===== config.mk =====
export PLATFORM = sky130hd
export DESIGN_NAME = wb_write_queue
export DESIGN_NICKNAME = d
export VERILOG_FILES = /design/src/rtl/wb_write_queue_pkg.sv /design/src/rtl/wbq_fwd_match.sv /design/src/rtl/wb_write_queue.sv
export SDC_FILE = /design/constraint.sdc
export NUM_CORES = 1
export LEC_CHECK = 0
export ABC_AREA = 1
export CELL_PAD_IN_SITES_DETAIL_PLACEMENT = 0
export CELL_PAD_IN_SITES_GLOBAL_PLACEMENT = 2
export CORE_MARGIN = 5
export CORE_UTILIZATION = 28
export DETAILED_ROUTE_END_ITERATION = 16
export GPL_TIMING_DRIVEN = 0
export PLACE_DENSITY = 0.84
export SYNTH_ARGS = -nofsm -noshare
export SYNTH_HDL_FRONTEND = slang
export SYNTH_SLANG_ARGS = --single-unit

===== constraint.sdc =====
create_clock -name clk -period 3.4 [get_ports clk]
set_clock_uncertainty 0.15 [all_clocks]
set_input_delay 0.34 -clock clk [delete_from_list [all_inputs] [get_ports clk]]
set_output_delay 0.34 -clock clk [all_outputs]
set_load 0.01 [all_outputs]

===== src/rtl/wb_write_queue_pkg.sv =====
// Shared widths and entry layout for the writeback queue.
package wb_write_queue_pkg;

    localparam int WBQ_AW = 4;
    localparam int WBQ_DW = 16;

    typedef struct packed {
        logic [WBQ_AW-1:0] reg1;
        logic [WBQ_DW-1:0] data1;
        logic              dual;
        logic [WBQ_AW-1:0] reg2;
        logic [WBQ_DW-1:0] data2;
    } wbq_entry_t;

endpackage


===== src/rtl/wbq_fwd_match.sv =====
// Forwarding lookup over queued entries; entry 0 is the youngest.
module wbq_fwd_match
    import wb_write_queue_pkg::*;
#(
    parameter int DEPTH = 4,
    parameter int AW    = WBQ_AW,
    parameter int DW    = WBQ_DW
) (
    input  logic [AW-1:0]             q_reg,
    input  logic [DEPTH-1:0]          ent_vld,
    input  logic [DEPTH-1:0][AW-1:0]  ent_reg1,
    input  logic [DEPTH-1:0][DW-1:0]  ent_data1,
    input  logic [DEPTH-1:0]          ent_dual,
    input  logic [DEPTH-1:0][AW-1:0]  ent_reg2,
    input  logic [DEPTH-1:0][DW-1:0]  ent_data2,
    output logic                      q_hit,
    output logic [DW-1:0]             q_data
);

    // Walk oldest to youngest so later matches override; slot2 checked last wins within an entry.
    always_comb begin
        q_hit  = 1'b0;
        q_data = '0;
        for (int k = DEPTH - 1; k >= 0; k--) begin
            if (ent_vld[k] && ent_reg1[k] == q_reg) begin
                q_hit  = 1'b1;
                q_data = ent_data1[k];
            end
            if (ent_vld[k] && ent_dual[k] && ent_reg2[k] == q_reg) begin
                q_hit  = 1'b1;
                q_data = ent_data2[k];
            end
        end
    end

endmodule


===== src/rtl/wb_write_queue.sv =====
// Writeback FIFO between execute results and the register file, with forwarding of pending values.
module wb_write_queue
    import wb_write_queue_pkg::*;
#(
    parameter int DEPTH = 4,
    parameter int AW    = WBQ_AW,
    parameter int DW    = WBQ_DW
) (
    input  logic                       clk,
    input  logic                       rst,
    input  logic                       in_valid,
    output logic                       in_ready,
    input  logic [AW-1:0]              in_reg1,
    input  logic [DW-1:0]              in_data1,
    input  logic                       in_dual,
    input  logic [AW-1:0]              in_reg2,
    input  logic [DW-1:0]              in_data2,
    input  logic                       hold,
    output logic                       RegWrite,
    output logic                       WriteOP2,
    output logic [AW-1:0]              WriteReg1,
    output logic [AW-1:0]              WriteReg2,
    output logic [DW-1:0]              WriteData1,
    output logic [DW-1:0]              WriteData2,
    input  logic [AW-1:0]              q_reg1,
    input  logic [AW-1:0]              q_reg2,
    output logic                       q_hit1,
    output logic                       q_hit2,
    output logic [DW-1:0]              q_data1,
    output logic [DW-1:0]              q_data2,
    output logic [$clog2(DEPTH):0]     count
);

    localparam int PW = $clog2(DEPTH);
    localparam int CW = PW + 1;

    // Same field order as wbq_entry_t, sized by this instance's parameters.
    typedef struct packed {
        logic [AW-1:0] reg1;
        logic [DW-1:0] data1;
        logic          dual;
        logic [AW-1:0] reg2;
        logic [DW-1:0] data2;
    } entry_t;

    entry_t [DEPTH-1:0] mem_q, mem_d;
    logic [DEPTH-1:0]   vld_q, vld_d;
    logic [PW-1:0]      wr_ptr_q, wr_ptr_d, rd_ptr_q, rd_ptr_d;
    logic [CW-1:0]      count_q, count_d;
    logic               push, pop, empty;
    entry_t             head;

    assign empty    = (count_q == '0);
    assign in_ready = (count_q < CW'(DEPTH));
    assign push     = in_valid && in_ready;
    assign head     = empty ? '0 : mem_q[rd_ptr_q];

    assign RegWrite   = !empty && !hold;
    assign WriteOP2   = RegWrite && head.dual;
    assign WriteReg1  = head.reg1;
    assign WriteData1 = head.data1;
    assign WriteReg2  = head.reg2;
    assign WriteData2 = head.data2;
    assign pop        = RegWrite;
    assign count      = count_q;

    always_comb begin
        mem_d    = mem_q;
        vld_d    = vld_q;
        wr_ptr_d = wr_ptr_q;
        rd_ptr_d = rd_ptr_q;
        count_d  = count_q;
        if (pop) begin
            vld_d[rd_ptr_q] = 1'b0;
            rd_ptr_d        = rd_ptr_q + 1'b1;
        end
        // A full queue never pushes, so push and pop never target the same slot.
        if (push) begin
            mem_d[wr_ptr_q] = '{reg1: in_reg1, data1: in_data1, dual: in_dual,
                                reg2: in_reg2, data2: in_data2};
            vld_d[wr_ptr_q] = 1'b1;
            wr_ptr_d        = wr_ptr_q + 1'b1;
        end
        case ({push, pop})
            2'b10:   count_d = count_q + 1'b1;
            2'b01:   count_d = count_q - 1'b1;
            default: count_d = count_q;
        endcase
    end

    always_ff @(posedge clk or negedge rst) begin
        if (!rst) begin
            mem_q    <= '0;
            vld_q    <= '0;
            wr_ptr_q <= '0;
            rd_ptr_q <= '0;
            count_q  <= '0;
        end else begin
            mem_q    <= mem_d;
            vld_q    <= vld_d;
            wr_ptr_q <= wr_ptr_d;
            rd_ptr_q <= rd_ptr_d;
            count_q  <= count_d;
        end
    end

    // Reorder storage by age for the matchers: index 0 is the most recent push.
    logic [DEPTH-1:0]         age_vld, age_dual;
    logic [DEPTH-1:0][AW-1:0] age_reg1, age_reg2;
    logic [DEPTH-1:0][DW-1:0] age_data1, age_data2;

    for (genvar k = 0; k < DEPTH; k++) begin : g_age
        logic [PW-1:0] idx;
        assign idx          = wr_ptr_q - PW'(k + 1);
        assign age_vld[k]   = vld_q[idx];
        assign age_reg1[k]  = mem_q[idx].reg1;
        assign age_data1[k] = mem_q[idx].data1;
        assign age_dual[k]  = mem_q[idx].dual;
        assign age_reg2[k]  = mem_q[idx].reg2;
        assign age_data2[k] = mem_q[idx].data2;
    end

    wbq_fwd_match #(.DEPTH(DEPTH), .AW(AW), .DW(DW)) u_fwd1 (
        .q_reg    (q_reg1),
        .ent_vld  (age_vld),
        .ent_reg1 (age_reg1),
        .ent_data1(age_data1),
        .ent_dual (age_dual),
        .ent_reg2 (age_reg2),
        .ent_data2(age_data2),
        .q_hit    (q_hit1),
        .q_data   (q_data1)
    );

    wbq_fwd_match #(.DEPTH(DEPTH), .AW(AW), .DW(DW)) u_fwd2 (
        .q_reg    (q_reg2),
        .ent_vld  (age_vld),
        .ent_reg1 (age_reg1),
        .ent_data1(age_data1),
        .ent_dual (age_dual),
        .ent_reg2 (age_reg2),
        .ent_data2(age_data2),
        .q_hit    (q_hit2),
        .q_data   (q_data2)
    );

endmodule


; Yosys cells after proc, flatten, opt, wreduce, memory -nomap -nowiden
; Cells that the tools add are included.
[totals]
wordCells = 150
memories = 0
mem_bits_rw = 0
regBits = 175
output_inout_bits = 80
romBits = 0
inputBits = 53
latch_bits = 0
[op_classes]
n_lt_le_gt_ge = 8
multipliers = 0
n_reduce_logical = 29
shifts = 0
addsub = 7
n_div = 0
n_bitwise = 3
n_eq_ne = 18
muxes = 61
[op_table]
columns = cell, count
row1 = $bmux W41 S2, 5
row2 = $mux W41, 7
row3 = $mux W16, 16
row4 = $bwmux W164, 1
row5 = $demux W41 S2, 1
row6 = $eq A4 B4 Y1, 16
row7 = $logic_and A1 B1 Y1, 25
row8 = $mux W1, 22
row9 = $lt A2 B3 Y1 const B, 5
row10 = $bmux W1 S2, 4
row11 = $mux W4, 2
row12 = $pmux W3 S2, 1
row13 = $add A2 B1 Y2 const B, 2
row14 = $and A4 B4 Y4, 1
row15 = $demux W1 S2, 2
row16 = $ge A2 B1 Y1 const B, 2
row17 = $not A4 Y4, 1
row18 = $or A4 B4 Y4, 1
row19 = $sub A2 B2 Y2 const B, 2
row20 = $add A3 B1 Y3 const B, 1
row21 = $logic_not A3 Y1, 1
row22 = $lt A3 B3 Y1 const B, 1
row23 = $sub A3 B1 Y3 const B, 1
row24 = $eq A2 B1 Y1 const B, 1
row25 = 4 further kinds, 5

; Logic depth before layout (Yosys ltp)
; Gate-level depths: netlist of the first run.
[logic_depth]
depth_word = 12
mapped_depth = 26
mapped_depth_nobuf = 19

; Hierarchy
; Synthesis of the first run repeated with hierarchy kept, for this count alone.
[hier_totals]
hier_cells = 2764
hier_area_um2 = 16537.1
[modules_own_cells]
columns = module, seq_area_each_um2, cells_each, instances, area_each_um2
row1 = wb_write_queue, 4379.2, 1872, 1, 12072.8
row2 = wbq_fwd_match, 0.0, 446, 2, 2232.1

; Least setup slack after synthesis of the first run
; Ideal clock, no wire load.
[synth_path]
path_kind = register -> output
start = register wr_ptr_q[1]
end = output q_data1[13]
arrival_time_ps = 3290
path_stages_with_launch = 22
required_ps = 2910
n_path_buf = 7
setup_slack_ps = -380
cell_sequence = dfrtp_1 inv_2 buf_2 buf_2 buf_2 buf_1 ha_1 buf_4 inv_2 buf_6 mux2i_1 nand2_2 nor2_1 nand2_1 nor2_4 buf_4 nor2_1 o21ai_1 nand2_1 nand2_1 nand2_1 a21oi_1
[synth_between]
elab_cells_between_ends = 47
cone_classes = add/sub: 3 / eq/ne: 8 / mux: 24 / reduce/logical: 12
[synth_rtl]
columns = item, line_no
row1 = "start, declared", wb_write_queue.sv:48  ; logic [PW-1:0] wr_ptr_q, wr_ptr_d, rd_ptr_q, rd_ptr_d;
row2 = "start signal, assigned", wb_write_queue.sv:101  ; wr_ptr_q <= wr_ptr_d;
row3 = $sub A2 B2 Y2 (*), wb_write_queue.sv:114  ; assign idx = wr_ptr_q - PW'(k + 1);
row4 = named net g_age[2].idx[1], wb_write_queue.sv:113  ; logic [PW-1:0] idx;
row5 = $bmux W41 S2, n/a
row6 = $mux W41 (implied by the code), wb_write_queue.sv:120  ; assign age_data2[k] = mem_q[idx].data2;
row7 = $eq A4 B4 Y1, wbq_fwd_match.sv:25  ; if (ent_vld[k] && ent_reg1[k] == q_reg) begin
row8 = $logic_and A1 B1 Y1, wbq_fwd_match.sv:25
row9 = $mux W16, wbq_fwd_match.sv:25
row10 = $mux W16 (*), wbq_fwd_match.sv:29  ; if (ent_vld[k] && ent_dual[k] && ent_reg2[k] == q_reg) begin
row11 = $mux W16 (*), wbq_fwd_match.sv:25
row12 = $mux W16 (*), wbq_fwd_match.sv:29
row13 = $mux W16 (*), wbq_fwd_match.sv:25
row14 = $mux W16 (*), wbq_fwd_match.sv:29
row15 = "end, declared", wb_write_queue.sv:29  ; output logic [DW-1:0] q_data1,
; The timed path passes the listed nets; every way through them passes the cells marked *. The select of a mux whose other input is x is not followed.

; Worst setup path after layout of the first run
[layout_path]
start = register wr_ptr_q[0]
end = output q_data1[13]
[layout_between]
elab_cells_between_ends = 47
cone_classes = add/sub: 3 / eq/ne: 8 / mux: 24 / reduce/logical: 12
[layout_rtl]
columns = item, line_no
row1 = $sub A2 B1 Y2 (*), wb_write_queue.sv:114
row2 = named net g_age[0].idx[0], wb_write_queue.sv:113
row3 = $bmux W41 S2, n/a
row4 = $mux W41 (implied by the code), wb_write_queue.sv:120
row5 = $eq A4 B4 Y1, wbq_fwd_match.sv:25
row6 = $logic_and A1 B1 Y1, wbq_fwd_match.sv:25
row7 = $mux W16, wbq_fwd_match.sv:25
row8 = $mux W16 (*), wbq_fwd_match.sv:29
; Marked as above.

==> results of run 1 <==
## worst min-delay path: cells and delay by family (launching register included)
kind	cells	cell delay, ns
and+or+nand+nor	1	0.05
AOI/OAI and AO/OA	1	0.06
DFF	1	0.35
## timing repair
| action | in CTS | in global routing |
|---|---|---|
| hold endpoints to repair | 103 | 0 |
| setup endpoints to repair | 78 | 58 |
| setup buffers | 46 | 8 |
| gates cloned | 13 | 2 |
| gates resized for setup | 438 | 144 |
| pin swaps | 57 | 55 |
| hold buffers | 1 | 0 |
## sequential cells by signal, summed over array words and instances, names as in the netlist
| register | count |
|---|---|
| wr_ptr_q | 2 |
| rd_ptr_q | 2 |
| mem_q | 164 |
| vld_q | 4 |
| count | 3 |
## cell families (layout without fill, tap and decap cells)
| family | after synthesis | after routing | synth area share [%] |
|---|---|---|---|
| compound gates | 700 | 700 | 23.0 |
| xor+xnor | 34 | 34 | 1.90 |
| fa+ha+maj | 10 | 10 | 0.847 |
| buf+inv | 480 | 708 | 12.7 |
| flops | 175 | 175 | 28.0 |
| mux | 1 | 1 | 0.0639 |
| simple gates | 1317 | 1317 | 33.5 |
## final cells by class
class                           instances  area [um2]  share of cell area [%]
Clock buffer                           20         467                    2.27
Clock inverter                         12         123                   0.597
Sequential cell                       175        4380                    21.3
Buffer                                179        1220                    5.94
Tap cell                              748         936                    4.56
Timing Repair Buffer                  197        2050                    10.0
Inverter                              300        1170                    5.69
Multi-Input combinational cell       2062       10200                    49.6
## cells in the mapped netlist, drive strengths merged
cell       n  share of area, %
a21boi     1             0.048
inv      294               7.0
nand2    975                23
o211ai    10              0.54
dfrtp    175                28
nor2     174               4.3
fa         1              0.13
a211oi     2             0.096
xnor2      1             0.056
or2       11              0.44
nor4       1              0.14
o2111ai    1             0.056
nand4      4              0.16
nor3       8              0.33
buf       77               3.1
o21a      11              0.53
nor3b      2              0.13
xor2      33               1.8
ha         9              0.72
a21oi    128               4.1
o21ai    547                18
clkbuf   103               2.5
nand3    142               4.6
clkinv     6              0.15
mux2i      1             0.064
## worst paths after layout
check                       startpoint     endpoint  cells after the start
setup reg to reg           wr_ptr_q[0]   mem_q[102]                     12
setup / recovery           wr_ptr_q[0]  q_data1[13]                     15
hold reg to reg              mem_q[50]    mem_q[50]                      2
min in group asynchronous          rst     count[0]                      2
max in group asynchronous          rst    mem_q[90]                      3
hold / removal               mem_q[50]    mem_q[50]                      2
## metal layers
metal / vias up / part of all wire (%) / GRT usage, %
li1: 9060 / - / -
met1: 9197 / 45 / 40.3
met2: 905 / 44 / 42.9
met3: 113 / 7.8 / 3.38
met4: 0 / 3.2 / 8.01
met5: - / 0 / 0
## per-stage QoR
| step | TNS [ns] | instance area (um2) | utilization, % | cells | hold slack, ns |
|---|---|---|---|---|---|
| 6_report | -20.32 | 20500 | 37.1 | 3693 | 0.336 |
| 2_1_floorplan | 0 | 15700 | - | 2717 | -0.106 |
| 3_3_place_gp | -969.87 | 18000 | 32.5 | 3594 | 0.306 |
| 5_1_grt | -24.52 | 20500 | 37.1 | 3693 | 0.358 |
| 4_1_cts | -20.01 | 20100 | 36.3 | 3687 | 0.340 |
| 3_5_place_dp | -55.76 | 18000 | 32.5 | 3595 | 0.292 |
==> results.yml, run 1 <==
outcome:
  status: "complete, but fails checks"
  failed_checks: "setup timing"
synth:
  syn_area_um2: 15700
  postSynthCellCount: 2717
  seq_area_frac_synth_pct: 28.0
  ys_types: 42
  synth_seq_cells: 175
  synth.net_count: 2780
  synth_area_per_cell_um2: 5.77
  synth_warnings: 0
critical_path:
  cp_num_buf_inv: 11
  cp_cell_sequence: "inv_2, buf_6, buf_12, buf_8, clkbuf_16, ha_4, clkinv_8, buf_8, buf_12, clkbuf_1, clkbuf_2, o21ai_0, nor2_1, a21oi_2, buf_2"
  setup.worst_path.start_class: "register"
  slowest_stage: "o21ai_0"
  rrSetupSlack_ns: 0.17
  cp_max_fo: 10
  crit_family: "buffers and inverters"
  crit_arrival_ns: 3.58
  end_kind: "output pin"
  cpPeakStageDelay_ns: 0.60
  path_class: "reg -> out"
  crit_required_ns: 2.91
timing:
  fmax_ghz: 0.246
  rsz0062_at_grt: "yes"
  slew-limit-headroom_pct: 24.6
  slew_violations: 0
  layout_worst_path_cycle_share_pct: 120
  hold_viol: 0
  tightest_slew_ns: 1.12
  period_needed_ns: 4.07
  worst_slack_ns: -0.673
  setup_violations: 34
route:
  vias_per_cell: 5.22
  wl_per_cell_um: 23.6
  drc: 0
  via_count: 19275
  antenna_left: 0
  dr.pass1.iters: 6
  wl_um: 87300
  drt_iter0_drc: 2181
clocking:
  cts_root_buf: "clkbuf_16"
  cts_inserted_buffers: 17
  clk_path_buf_depth: 2
  cts_tree: "done"
  clock_latency_ns: 0.44
  clk_pin_slew_ns: 0.07
  cts.sinks: 175
  h-tree-depth: 4
floorplanning:
  chipWidth_um: 247
  coreArea_um2: 55300
  io_pins: 133
  rows: 86
  initial_utilization_pct: 28.3
  die_h_um: 247
  die_area_um2: 60800
global_route:
  grt_max_degree: 105
  track_usage_pct: 27.6
  grt_pass1_wl_um: 124000
  antenna_found_initial: 0
  grt_pass1_vias: 17338
  grt.overflow.total: 0
placed_design:
  hpwl_um: 69300
  gp_congestion: 0.983
  place_worst_setup_slack_ns: -1.59
  port_buffers: 129
layout:
  final_nets: 2995
  fillers: 6144
  final_layout_size_suffix_gt1_share_pct: 16.7
  final_cell_mix: "878 x nand2_1, 476 x o21ai_0, 269 x inv_1, 174 x dfrtp_1, 144 x nor2_1"
  layout_commonest_cell: "nand2_1"
  area_growth_pct: 31.0
  diodes: 0
run:
  cap_viol_max_count: 0
hold_path:
  min_path_type: "reg -> reg"
Power of run 1 is not shown: default switching activity piles up to over one toggle a cycle in this logic, so the estimate is an artifact.
==> run 2: changes to the inputs <==
Settings changed: CORE_UTILIZATION 28 to 31, PLACE_DENSITY 0.84 to 0.88.
Clock period 3.4 ns to 4.6 ns, I/O delays scaled along.
==> run 2 against run 1 <==
Effect of this change:
- the run now ends clean
- critical endpoint is now q_data1[1]
- setup slack gained 0.80 ns
- core utilization grew 0.71 points
- routed wire length shrank 3.5%
- sequential share of layout area grew 1.8 points
- hold slack lost 0.0059 ns
- final cell count shrank 3.2%
- via count shrank 0.86%
- register-to-register slack gained 1.4 ns
- non-clock buffer count shrank 42
- critical path type unchanged
- critical path depth grew 2
- highest routed layer unchanged
- cell area shrank 7.7%
==> results.yml, run 2 (synthesized netlist as in run 1, its figures left out) <==
route:
  drt_iter0_drc: 2165
  drc: 0
  wl_um: 84200
  via_count: 19110
  vias_per_cell: 5.35
  dr.pass1.iters: 6
  wl_per_cell_um: 23.6
  antenna_left: 0
critical_path:
  path_class: "reg -> out"
  crit_required_ns: 3.99
  crit_arrival_ns: 3.87
  worstReg2RegStart: "wr_ptr_q[0]"
  setup.worst_path.start_class: "register"
  crit_top_cell: "nand2_1"
  setup.worst_path.start: "wr_ptr_q[0]"
  cp_cell_sequence: "inv_2, buf_12, buf_4, clkbuf_1, o21ai_0, o21ai_0, o21ai_0, inv_1, nand2_1, nand2_2, nand2_1, nand2_1, nand2_1, nand2_1, nand2_1, nand2_1, dlygate4sd2_1"
  cp_max_fo: 10
  end_kind: "output pin"
  rrSetupSlack_ns: 1.59
  slowest_stage: "o21ai_0"
  cpPeakStageDelay_ns: 0.91
clocking:
  h-tree-depth: 4
  cts_root_buf: "clkbuf_16"
  clock_latency_ns: 0.43
  cts.sinks: 175
  clk_pin_slew_ns: 0.06
  cts_inserted_buffers: 17
  cts_tree: "done"
  clk_path_buf_depth: 2
timing:
  layout_worst_path_cycle_share_pct: 97.3
  period_needed_ns: 4.48
  tightest_slew_ns: 1.11
  slew-limit-headroom_pct: 25.1
  fmax_ghz: 0.223
  hold_viol: 0
  slew_violations: 0
  rsz0062_at_grt: "yes"
  setup_violations: 0
layout:
  final_layout_size_suffix_gt1_share_pct: 7.48
  final_cell_mix: "962 x nand2_1, 506 x o21ai_0, 279 x inv_1, 174 x dfrtp_1, 169 x nor2_1"
  utilization_pct: 37.8
  area_growth_pct: 20.9
  largest-register: "mem_q"
  diodes: 0
  layout_commonest_cell: "nand2_1"
  largest_reg_flops: 164
  final_nets: 2953
global_route:
  antenna_found_initial: 0
  grt_max_degree: 127
  grt_pass1_vias: 17483
  track_usage_pct: 29.2
  grt_pass1_wl_um: 122000
  grt.overflow.total: 0
placed_design:
  gp_congestion: 0.991
  hpwl_um: 68000
  port_buffers: 129
floorplanning:
  io_pins: 133
  rows: 82
  coreArea_um2: 50100
  die_h_um: 235
  die_area_um2: 55100
  initial_utilization_pct: 31.3
  chipWidth_um: 235
run:
  cap_viol_max_count: 0
hold_path:
  min_path_type: "reg -> reg"
  min-delay-start: "vld_q[0]"
outcome:
  status: "finished clean"
run 2: cell count changes in the layout (fill, tap and decap cells not counted), moves of 23 or more:
| cell | delta |
|---|---|
| nand2_2 | -76 |
| nand2_1 | +84 |
| nand3_1 | +23 |
| buf_2 | -31 |
| o21ai_0 | +30 |
| nor2_1 | +25 |
| dlygate4sd2_1 | +28 |
run 2: critical path, delay by kind of cell, from the launching register on:
family / cells / cell delay [ns]
AO/OA/AOI/OAI: 3 / 1.37
AND/OR/NAND/NOR: 8 / 0.48
flip-flops: 1 / 0.39
buffers and inverters: 6 / 1.16
run 2: cell type report:
class	instances	area (um2)
clock buffer	20	447
multi-input combinational	2062	9450
tap	672	841
timing repair buffer	157	1540
buffer	177	1030
sequential	175	4380
fill	5674	31100
inverter	300	1140
clock inverter	10	115
run 2: repair_timing:
action | in CTS | in global routing
cloned | 2 | 0
gates resized for setup | 140 | 30
setup endpoints to repair | 34 | 33
setup buffers | 22 | 2
endpoints found under the hold margin | 49 | 0
hold buffers | 1 | 0
pin swaps | 7 | 3
run 2: layer usage:
layer / track usage (%) / wire length (um) / up-vias
met1: 43.1 / 38800 / 9131
met3: 4.62 / 6940 / 106
met5: 0 / 0 / -
met4: 9.10 / 2910 / 0
li1: - / - / 8969
met2: 43.8 / 35600 / 904
run 2: path summary, 6_finish.rpt:
kind | endpoint | cells past startpoint
worst max-delay path | q_data1[1] | 17
worst min-delay path | vld_q[0] | 2
worst max register to register | mem_q[82] | 9
worst min register to register | vld_q[0] | 2
max in group asynchronous | mem_q[110] | 3
min in group asynchronous | mem_q[119] | 2
run 2: stage by stage:
| stage | std cells | hold slack (ns) | TNS [ns] | instance area [um2] | worst slack [ns] |
|---|---|---|---|---|---|
| after floorplan | 2717 | 0.0144 | 0 | 15700 | 0.700 |
| after global placement | 3518 | 0.304 | -770.05 | 17800 | -4.19 |
| after detailed placement | 3519 | 0.251 | -38.88 | 17800 | -1.30 |
| after CTS | 3572 | 0.333 | 0 | 18900 | 0.0475 |
| after global routing | 3573 | 0.356 | -0.00665 | 18900 | -0.00520 |
| final | 3573 | 0.330 | 0 | 18900 | 0.123 |
Power of run 2 is left out for the same reason.
